`src/rtl/m_pipe.sv`:
```
// E->M pipeline register with ready/valid handshake on both sides.
// Define YSYX_23060251_MPIPE_SKID_EN for the two-entry skid buffer (registered m_ready_o).
module m_pipe #(
    parameter int XLEN = 32,
    parameter int OPW  = 16
) (
    input  logic            clock,
    input  logic            reset,
    input  logic            flush_i,
    input  logic            e_valid_i,
    output logic            m_ready_o,
    input  logic [XLEN-1:0] pc_i,
    input  logic [XLEN-1:0] res_i,
    input  logic [XLEN-1:0] npc_i,
    input  logic            cnd_i,
    input  logic [OPW-1:0]  opinfo_i,
    output logic            m_valid_o,
    input  logic            W_ready_i,
    output logic [XLEN-1:0] pc_o,
    output logic [XLEN-1:0] res_o,
    output logic [XLEN-1:0] npc_o,
    output logic            cnd_o,
    output logic [OPW-1:0]  opinfo_o,
    output logic [1:0]      occ_o
);

    localparam int PW = 3*XLEN + 1 + OPW;

    logic [PW-1:0] in_pl;
    logic [PW-1:0] main_pl;
    logic          main_vld;
    logic          in_xfer;
    logic          out_xfer;

    assign in_pl = {pc_i, res_i, npc_i, cnd_i, opinfo_i};
    assign {pc_o, res_o, npc_o, cnd_o, opinfo_o} = main_pl;

    assign m_valid_o = main_vld;
    assign in_xfer   = e_valid_i && m_ready_o;
    assign out_xfer  = main_vld && W_ready_i;

`ifdef YSYX_23060251_MPIPE_SKID_EN
    logic          skid_vld;
    logic [PW-1:0] skid_pl;

    // Ready comes straight from the skid flop, so W_ready_i never reaches the E side.
    assign m_ready_o = !skid_vld;
    assign occ_o     = {1'b0, main_vld} + {1'b0, skid_vld};

    always_ff @(posedge clock) begin
        if (reset) begin
            main_vld <= 1'b0;
            skid_vld <= 1'b0;
            main_pl  <= '0;
            skid_pl  <= '0;
        end else if (flush_i) begin
            main_vld <= 1'b0;
            skid_vld <= 1'b0;
        end else if (out_xfer && skid_vld) begin
            // No input can be accepted while the skid slot is occupied.
            main_pl  <= skid_pl;
            skid_vld <= 1'b0;
        end else if (out_xfer || !main_vld) begin
            main_vld <= in_xfer;
            if (in_xfer) main_pl <= in_pl;
        end else if (in_xfer) begin
            skid_pl  <= in_pl;
            skid_vld <= 1'b1;
        end
    end
`else
    assign m_ready_o = !main_vld || W_ready_i;
    assign occ_o     = {1'b0, main_vld};

    always_ff @(posedge clock) begin
        if (reset) begin
            main_vld <= 1'b0;
            main_pl  <= '0;
        end else if (flush_i) begin
            main_vld <= 1'b0;
        end else if (out_xfer || !main_vld) begin
            main_vld <= in_xfer;
            if (in_xfer) main_pl <= in_pl;
        end
    end
`endif

endmodule

```
`config.mk`:
```
export PLATFORM = sky130hd
export DESIGN_NAME = m_pipe
export DESIGN_NICKNAME = d
export VERILOG_FILES = /design/src/rtl/m_pipe.sv
export SDC_FILE = /design/constraint.sdc
export NUM_CORES = 1
export LEC_CHECK = 0
export ABC_AREA = 1
export CORE_MARGIN = 2
export CORE_UTILIZATION = 33
export CTS_CLUSTER_DIAMETER = 200
export CTS_CLUSTER_SIZE = 10
export DETAILED_ROUTE_END_ITERATION = 10
export GPL_TIMING_DRIVEN = 0
export PLACE_DENSITY = 0.75
export SLEW_MARGIN = 20
export SYNTH_ARGS = -nofsm -noshare
export SYNTH_HDL_FRONTEND = slang
export SYNTH_SLANG_ARGS = --single-unit
```
`constraint.sdc`:
```
create_clock -name clock -period 1.64 [get_ports clock]
set_clock_uncertainty 0.1 [all_clocks]
set_input_delay 0.328 -clock clock [delete_from_list [all_inputs] [get_ports clock]]
set_output_delay 0.328 -clock clock [all_outputs]
set_load 0.02 [all_outputs]
```
Word-level counts from Yosys, hierarchy flattened. Cells that the tools add are included.

Bitwise logic cells: 1. Reductions and logical operators: 7.

Operators with widths (count): $reduce_and A3 Y1 (1); $logic_and A1 B1 Y1 (2); $logic_or A1 B1 Y1 (2); $reduce_or A2 Y1 (1); $logic_not A1 Y1 (1); $not A1 Y1 (1).

Register bits: 114. Input bits: 118. Word-level logic and storage cells: 10.

Logic depth before layout (Yosys ltp). Gate-level depths: netlist of run 1.

Word-level depth: 4. Depth in mapped cells: 7. Depth with buffers taken out: 5.

Worst setup path after synthesis of run 1. Ideal clock, no wire load.

Path type: register to register. Start: register main_vld, in the netlist m_valid_o. End: register main_pl[64]. Library setup time: 0.115 ns. Data arrival time: 1.201 ns. Required time: 1.425 ns. Slack: 0.224 ns. Stages on the path, launching flop included: 7. Path buffers: 3. Path through: dfxtp_1 nand2_1 buf_4 buf_4 buf_2 a21oi_1 nor2_1.

Word-level cells in the longest chain between the ends: 4. Elaborated cells between the ends (all ways): 6. Those cells by class: 6 x reduce/logical.

Ends and longest elaborated chain: start: declaration (line 31) `logic main_vld;`; start signal: assignment (line 82) `main_vld <= in_xfer;`; $logic_not A1 Y1 (line 72, 81); $logic_or A1 B1 Y1 (line 72) `assign m_ready_o = !main_vld || W_ready_i;`; $logic_and A1 B1 Y1 (line 39) `assign in_xfer = e_valid_i && m_ready_o;`; $reduce_and A3 Y1 (no source line) *; end signal: assignment (line 83) `if (in_xfer) main_pl <= in_pl;`; end: declaration (line 30) `logic [PW-1:0] main_pl;`.

Mark *: on every way between the ends. The rest lies on a longest branch, timed or not. A chain may end at the register's enable or synchronous reset.

Worst setup path after layout of run 1.
Start: register main_vld, in the netlist m_valid_o. End: output port occ_o[0].

RTL lines: end: declaration (line 24) `output logic [1:0] occ_o`.

No word-level cell between the ends.

==> impl_metrics.prom, run 1 <==
# TYPE chip_impl_metric gauge
chip_impl_info{name="result_of_the_run",value="completed"} 1
chip_impl_metric{name="drc",unit=""} 0
chip_impl_metric{name="core-area",unit="µm²"} 15150
chip_impl_metric{name="die_area",unit="µm²"} 16400
chip_impl_metric{name="post_layout_nonfiller_instances",unit=""} 1205
chip_impl_metric{name="post_drt_wl_per_cell",unit="µm"} 13.64
chip_impl_metric{name="slew_at_the_pin_with_the_worst_max_slew_slack",unit="ps"} 523.3
chip_impl_metric{name="drt_pre_antenna_iters",unit=""} 4
chip_impl_metric{name="dp_hpwl",unit="µm"} 11720
chip_impl_metric{name="dp.cells",unit=""} 1171
chip_impl_info{name="timing.critical_path.to_type",value="output port"} 1
chip_impl_metric{name="design.final.nets",unit=""} 1124
chip_impl_metric{name="maxCapViolations",unit=""} 0
chip_impl_metric{name="grt_antenna_before_repair",unit=""} 0
chip_impl_metric{name="core.rowCount",unit=""} 45
chip_impl_metric{name="ys_seq_area_share",unit="%"} 44.94
chip_impl_info{name="crit_path_start_kind",value="flop"} 1
chip_impl_metric{name="vdd_ir_drop_max",unit="V"} 0.0006403
chip_impl_metric{name="antenna_cells_inserted",unit=""} 0
chip_impl_metric{name="synth.ff_latch_count",unit=""} 114
chip_impl_metric{name="routed_via_density",unit=""} 4.573
chip_impl_metric{name="cellPowerDensity",unit="nW/µm²"} 989.4
chip_impl_metric{name="postRouteWirelength",unit="µm"} 16430
chip_impl_info{name="hold_path.class",value="in -> reg"} 1
chip_impl_info{name="cts_tree",value="done"} 1
chip_impl_metric{name="report.final.setup_viol",unit=""} 0
chip_impl_metric{name="final_hold_viol_count",unit=""} 0
chip_impl_metric{name="grt_util_all_layers",unit="%"} 20.26
chip_impl_info{name="crit_type",value="reg -> out"} 1
chip_impl_metric{name="grt_start_max_net_pins",unit=""} 20
chip_impl_metric{name="fmax",unit="GHz"} 0.6274
chip_impl_metric{name="share_of_final_layout_standard_cells_stronger_than_drive_strength_1",unit="%"} 9.341
chip_impl_metric{name="worst_ep_arrival_time",unit="ps"} 1170
chip_impl_metric{name="syn_avg_cell_area",unit="µm²"} 6.771
chip_impl_metric{name="timing_max_transition_violations_final",unit=""} 0
chip_impl_metric{name="synth.top_cell.area_share",unit="%"} 44.94
chip_impl_metric{name="synth_enable_flop_cells",unit=""} 0
chip_impl_metric{name="syn-instance-count",unit=""} 750
chip_impl_info{name="synth_largest_area_cell",value="dfxtp_1"} 1
chip_impl_metric{name="number_of_buffers_inserted_during_clock_tree_synthesis",unit=""} 17
chip_impl_metric{name="place.port_buffers",unit=""} 233
chip_impl_metric{name="floorplan.initialDensity",unit="%"} 33.53
chip_impl_metric{name="crit_required",unit="ps"} 1210
chip_impl_metric{name="floorplan.io_pins",unit=""} 235
chip_impl_metric{name="clock_latency_on_the_worst_skew_pair",unit="ps"} 400
chip_impl_metric{name="grt_pass1_wl",unit="µm"} 26120
chip_impl_metric{name="routed-via-count",unit=""} 5510
chip_impl_metric{name="grt_overflow",unit=""} 0
chip_impl_metric{name="clock-sinks",unit=""} 114
chip_impl_metric{name="max-clock-path-buffers",unit=""} 2
chip_impl_metric{name="synth_async_sr_flop_share",unit="%"} 0
chip_impl_metric{name="fill_cell_instance_count_of_the_final_layout",unit=""} 1555
chip_impl_metric{name="synthesis.area",unit="µm²"} 5079
chip_impl_metric{name="slew-limit-headroom",unit="%"} 65.11
chip_impl_metric{name="layout_area_overhead",unit="%"} 60.66
chip_impl_metric{name="htree_levels",unit=""} 4
chip_impl_metric{name="layout_worst_path_cycle_share",unit="%"} 97.19
chip_impl_info{name="synthFlopType",value="dfxtp_1"} 1
chip_impl_info{name="grt_setup_unrepaired",value="no"} 1
chip_impl_metric{name="chipHeight",unit="µm"} 128.1
chip_impl_info{name="synth.top_cells.by_count",value="a21oi_1, dfxtp_1, inv_1, nand2_1"} 1
chip_impl_metric{name="crit_fanout",unit=""} 4
chip_impl_metric{name="accumulated_negative_setup_slack",unit="ps"} 0
chip_impl_metric{name="grt_pass1_vias",unit=""} 5115
chip_impl_metric{name="synth_net_count",unit=""} 868
chip_impl_metric{name="yosysWarnings",unit=""} 0
chip_impl_metric{name="total_leakage_power",unit="µW"} 0.004302
chip_impl_metric{name="gp_congestion",unit=""} 0.8315
chip_impl_info{name="netlist_top_cells_area",value="dfxtp_1, a21oi_1, nand3_1"} 1
chip_impl_metric{name="die_width",unit="µm"} 128.1
chip_impl_info{name="clk_root_buffer_cell",value="clkbuf_16"} 1
chip_impl_metric{name="netlist-cell-type-count",unit=""} 15
chip_impl_metric{name="antenna_violating_nets_post_route",unit=""} 0
chip_impl_metric{name="drt_iter0_drc",unit=""} 261
chip_impl_metric{name="min_period",unit="ps"} 1594
chip_impl_metric{name="path_clk_slew",unit="ps"} 50
chip_impl_metric{name="report.power.total",unit="µW"} 8073
==> power by group <==
| group | internal, µW | switching (µW) |
|---|---|---|
| Clock | 2330 | 1220 |
| Sequential | 2970 | 91.2 |
| Combinational | 685 | 784 |
==> metal layers <==
| metal | wire length, µm | part of all wire [%] | global-route usage, % |
|---|---|---|---|
| met5 | 32 | 0.19 | 0 |
| met4 | 194 | 1.2 | 5.882 |
| met3 | 1188 | 7.2 | 6.553 |
| met2 | 7838 | 48 | 33.82 |
| met1 | 7179 | 44 | 25.08 |
==> flip-flops by register name (all words and copies together) (netlist names) <==
signal	flops
m_valid_o	1
main_pl	113
==> stage by stage <==
stage          cell area (µm²)  hold slack [ps]  setup WS, ps  util (%)
2_1_floorplan             5079            304.8         224.1         -
3_3_place_gp              7646            358.0        -925.6     50.48
3_5_place_dp              7646            367.9        -928.7     50.48
4_1_cts                   8130            260.7         6.864     53.68
5_1_grt                   8159            282.4         18.39     53.87
6_report                  8159            273.9         46.11     53.87
==> cells in the final DEF, fill, tap and decap left out <==
master,synthesis,layout
nand2_2,0,1
clkdlybuf4s50_1,0,116
buf_8,0,1
nor2_1,113,113
inv_1,114,113
clkbuf_8,0,3
clkdlybuf4s15_1,0,1
buf_12,0,3
buf_4,19,22
dfxtp_1,114,113
clkbuf_1,13,8
a21oi_1,114,114
buf_6,1,1
clkbuf_16,0,17
dlygate4sd2_1,0,115
nand2_1,114,113
clkinv_2,0,4
clkbuf_2,0,9
nor3_1,1,1
buf_2,30,28
nand3_1,113,113
bufinv_16,0,2
nor2_4,1,1
inv_2,1,2
clkinv_1,1,1
conb_1,1,1
dfxtp_4,0,1
==> final cells by class <==
class                      count  area [µm²]  share of cell area (%)
clock buffer                  24       481.7                   5.904
tap                          188       235.2                   2.883
multi-input combinational    457        2011                   24.64
buffer                        62       374.1                   4.585
inverter                     116       435.4                   5.337
clock inverter                 6       80.08                  0.9814
sequential                   114        2286                   28.02
timing repair buffer         238        2256                   27.65
==> timing repair <==
item	4_1_cts	5_1_grt
buffers inserted	3	2
resized for setup	131	19
hold buffers	0	0
endpoints found under the setup margin	117	68
pin swaps	1	0
==> cells by family (layout without fill, tap and decap cells) <==
family	after synthesis	after routing	synth area share, %
simple gates	342	342	28.23
flops	114	114	44.94
buf+inv	179	446	15.52
compound gates	114	114	11.23
other cells	1	1	0.07384
==> critical path: stages (launching register included) <==
cell	delay [ps]
dfxtp_4	370
buf_4	100
clkdlybuf4s15_1	290
==> path summary, 6_finish.rpt <==
path | startpoint | to | slack (ps) | depth (start not counted)
setup reg to reg | m_valid_o$_SDFFE_PP0P_ | main_pl[72]$_SDFFE_PP0P_ | 140 | 6
hold reg to reg | main_pl[78]$_SDFFE_PP0P_ | main_pl[78]$_SDFFE_PP0P_ | 370 | 2
hold / removal | W_ready_i | m_valid_o$_SDFFE_PP0P_ | 270 | 4
setup / recovery | m_valid_o$_SDFFE_PP0P_ | occ_o[0] | 50 | 2
No activity file was read; power rests on OpenSTA's default activity.
==> run 2, diff against run 1 <==
--- a/config.mk
+++ b/config.mk
@@ -12,7 +12,7 @@
 export CTS_CLUSTER_SIZE = 10
 export DETAILED_ROUTE_END_ITERATION = 10
 export GPL_TIMING_DRIVEN = 0
-export PLACE_DENSITY = 0.75
+export PLACE_DENSITY = 0.74
 export SLEW_MARGIN = 20
 export SYNTH_ARGS = -nofsm -noshare
 export SYNTH_HDL_FRONTEND = slang
==> impl_metrics.prom, run 2 (synthesis results as in run 1) <==
# TYPE chip_impl_metric gauge
chip_impl_metric{name="timing_max_transition_violations_final",unit=""} 0
chip_impl_metric{name="largest_register_ffs",unit=""} 113
chip_impl_metric{name="met1_usage_in_global_routing",unit="%"} 24.81
chip_impl_metric{name="setup_slack_reg_to_reg",unit="ps"} 200
chip_impl_metric{name="reg2reg_depth",unit=""} 6
chip_impl_metric{name="routed-via-count",unit=""} 5512
chip_impl_info{name="worst_path_dominant_cell_family",value="flip-flops"} 1
chip_impl_metric{name="accumulated_negative_setup_slack",unit="ps"} 0
chip_impl_metric{name="antenna_violating_nets_post_route",unit=""} 0
chip_impl_metric{name="fmax",unit="GHz"} 0.6335
chip_impl_info{name="global_route.peak_usage_layer",value="met2"} 1
chip_impl_metric{name="dp_hpwl",unit="µm"} 11670
chip_impl_info{name="crit_slowest_cell",value="dfxtp_2"} 1
chip_impl_metric{name="post_drt_wl_per_cell",unit="µm"} 13.43
chip_impl_metric{name="path_clk_slew",unit="ps"} 50
chip_impl_metric{name="ctsHoldBuffers",unit=""} 0
chip_impl_metric{name="drc",unit=""} 0
chip_impl_metric{name="fill_cell_instance_count_of_the_final_layout",unit=""} 1552
chip_impl_metric{name="number_of_buffers_inserted_during_clock_tree_synthesis",unit=""} 17
chip_impl_metric{name="crit_required",unit="ps"} 1210
chip_impl_metric{name="critical_path_buf_inv_count",unit=""} 2
chip_impl_metric{name="routed_via_density",unit=""} 4.559
chip_impl_metric{name="slew_at_the_pin_with_the_worst_max_slew_slack",unit="ps"} 556.1
chip_impl_metric{name="crit_fanout",unit=""} 4
chip_impl_info{name="crit_type",value="reg -> out"} 1
chip_impl_metric{name="htree_levels",unit=""} 4
chip_impl_info{name="layout_commonest_cell",value="clkdlybuf4s50_1"} 1
chip_impl_metric{name="floorplan.initialDensity",unit="%"} 33.53
chip_impl_metric{name="core-area",unit="µm²"} 15150
chip_impl_metric{name="hold_depth",unit=""} 4
chip_impl_info{name="cts_tree",value="done"} 1
chip_impl_metric{name="met2_usage",unit="%"} 32.18
chip_impl_metric{name="final_hold_viol_count",unit=""} 0
chip_impl_metric{name="final-seq-area",unit="µm²"} 2283
chip_impl_metric{name="core.rowCount",unit=""} 45
chip_impl_info{name="timing.hold.worst_endpoint",value="m_valid_o$_SDFFE_PP0P_"} 1
chip_impl_info{name="worst_flop_to_flop_path_startpoint",value="m_valid_o$_SDFFE_PP0P_"} 1
chip_impl_metric{name="grt_antenna_before_repair",unit=""} 0
chip_impl_info{name="clk_root_buffer_cell",value="clkbuf_16"} 1
chip_impl_metric{name="antenna_cells_inserted",unit=""} 0
chip_impl_metric{name="design.final.nets",unit=""} 1126
chip_impl_metric{name="layout_worst_path_cycle_share",unit="%"} 96.25
chip_impl_metric{name="grt_util_all_layers",unit="%"} 19.90
chip_impl_metric{name="vdd_ir_drop_max",unit="V"} 0.0006157
chip_impl_info{name="crit_path_start_kind",value="flop"} 1
chip_impl_metric{name="postRouteWirelength",unit="µm"} 16240
chip_impl_metric{name="global_route.usage.met3",unit="%"} 7.137
chip_impl_metric{name="grt_overflow",unit=""} 0
chip_impl_metric{name="drt_pre_antenna_iters",unit=""} 4
chip_impl_metric{name="final.hold.worst_slack",unit="ps"} 188.6
chip_impl_metric{name="place.port_buffers",unit=""} 233
chip_impl_metric{name="min_period",unit="ps"} 1579
chip_impl_metric{name="drt_iter0_drc",unit=""} 288
chip_impl_metric{name="cellPowerDensity",unit="nW/µm²"} 969.7
chip_impl_info{name="r2r_end",value="main_pl[72]$_SDFFE_PP0P_"} 1
chip_impl_metric{name="layout_area_overhead",unit="%"} 61.25
chip_impl_metric{name="clock-sinks",unit=""} 114
chip_impl_metric{name="max-clock-path-buffers",unit=""} 2
chip_impl_info{name="largest_register",value="main_pl"} 1
chip_impl_metric{name="die_area",unit="µm²"} 16400
chip_impl_metric{name="report.final.setup_viol",unit=""} 0
chip_impl_metric{name="maxCapViolations",unit=""} 0
chip_impl_info{name="timing.critical_path.to_type",value="output port"} 1
chip_impl_metric{name="share_of_final_layout_standard_cells_stronger_than_drive_strength_1",unit="%"} 9.892
chip_impl_metric{name="clock_latency_on_the_worst_skew_pair",unit="ps"} 410
chip_impl_info{name="hold_path.class",value="in -> reg"} 1
chip_impl_metric{name="timing.critical_path.slowest_cell_delay",unit="ps"} 380
chip_impl_metric{name="slew-limit-headroom",unit="%"} 62.93
chip_impl_metric{name="floorplan.io_pins",unit=""} 235
chip_impl_info{name="mostFrequentLayoutCells",value="clkdlybuf4s50_1, a21oi_1, dlygate4sd2_1"} 1
chip_impl_info{name="hold_path_startpoint",value="W_ready_i"} 1
chip_impl_info{name="grt_setup_unrepaired",value="no"} 1
chip_impl_metric{name="die_width",unit="µm"} 128.1
chip_impl_metric{name="grt_start_max_net_pins",unit=""} 20
chip_impl_info{name="critical_path.cell_chain",value="buf_4 > clkdlybuf4s15_2"} 1
chip_impl_metric{name="total_leakage_power",unit="µW"} 0.004317
chip_impl_metric{name="worst_ep_arrival_time",unit="ps"} 1150
chip_impl_info{name="result_of_the_run",value="completed"} 1
chip_impl_metric{name="chipHeight",unit="µm"} 128.1
chip_impl_metric{name="gp_congestion",unit=""} 0.8104
chip_impl_metric{name="multi_input_combinational_cell_area",unit="µm²"} 2016
chip_impl_metric{name="grt_pass1_wl",unit="µm"} 25490
chip_impl_metric{name="grt_pass1_vias",unit=""} 5098
## run 2: stage by stage
stage                     utilization (%)  setup WS (ps)  instances  power [µW]  area (µm²)
final                               54.07          61.43       1209        7941        8189
after global routing                54.07          10.91       1209        8333        8189
after CTS                           53.28         -55.98       1202        8008        8069
after detailed placement            50.48         -936.4       1171        4702        7646
after global placement              50.48         -928.4       1171        4688        7646
after floorplan                         -          224.1        750        3891        5079
## run 2: metal layers
| layer | share of wire [%] | wire length, µm | vias up |
|---|---|---|---|
| li1 | - | - | 2850 |
| met1 | 43 | 7013 | 2433 |
| met3 | 9.6 | 1557 | 25 |
| met5 | 0 | 0 | - |
| met4 | 1.8 | 289 | 0 |
| met2 | 45 | 7381 | 204 |
## run 2: power breakdown
part / switching (µW) / internal, µW
Clock: 1270 / 2140
Combinational: 783 / 689
Sequential: 92.0 / 2970
## run 2: worst max-delay path by stage
stage                                        from                  endpoint  depth (start not counted)
final                      m_valid_o$_SDFFE_PP0P_                  occ_o[0]                          2
after CTS                               W_ready_i                 m_ready_o                          5
after floorplan            m_valid_o$_SDFFE_PP0P_  main_pl[64]$_SDFFE_PP0P_                          6
after global routing      main_pl[0]$_SDFFE_PP0P_               opinfo_o[0]                          1
after global placement                  W_ready_i                 m_ready_o                          6
after detailed placement                W_ready_i                 m_ready_o                          6
## run 2: layout make-up
cell class	instances	share of cell area, %
Tap cell	188	2.872
Buffer	62	4.645
Timing Repair Buffer	240	27.96
Inverter	116	5.317
Sequential cell	114	27.88
Multi-Input combinational cell	457	24.61
Clock buffer	22	5.668
Clock inverter	10	1.039
## run 2: worst min-delay path, stage by stage
cell,delay [ps]
dlymetal6s2s_1,100
inv_2,60
a21oi_1,120
nor3_1,50
## run 2: repair_timing
action / 4_1_cts / 5_1_grt
gates cloned: 0 / 1
endpoints found under the setup margin: 116 / 74
resized for setup: 129 / 23
pin swaps: 0 / 2
setup buffers: 0 / 6
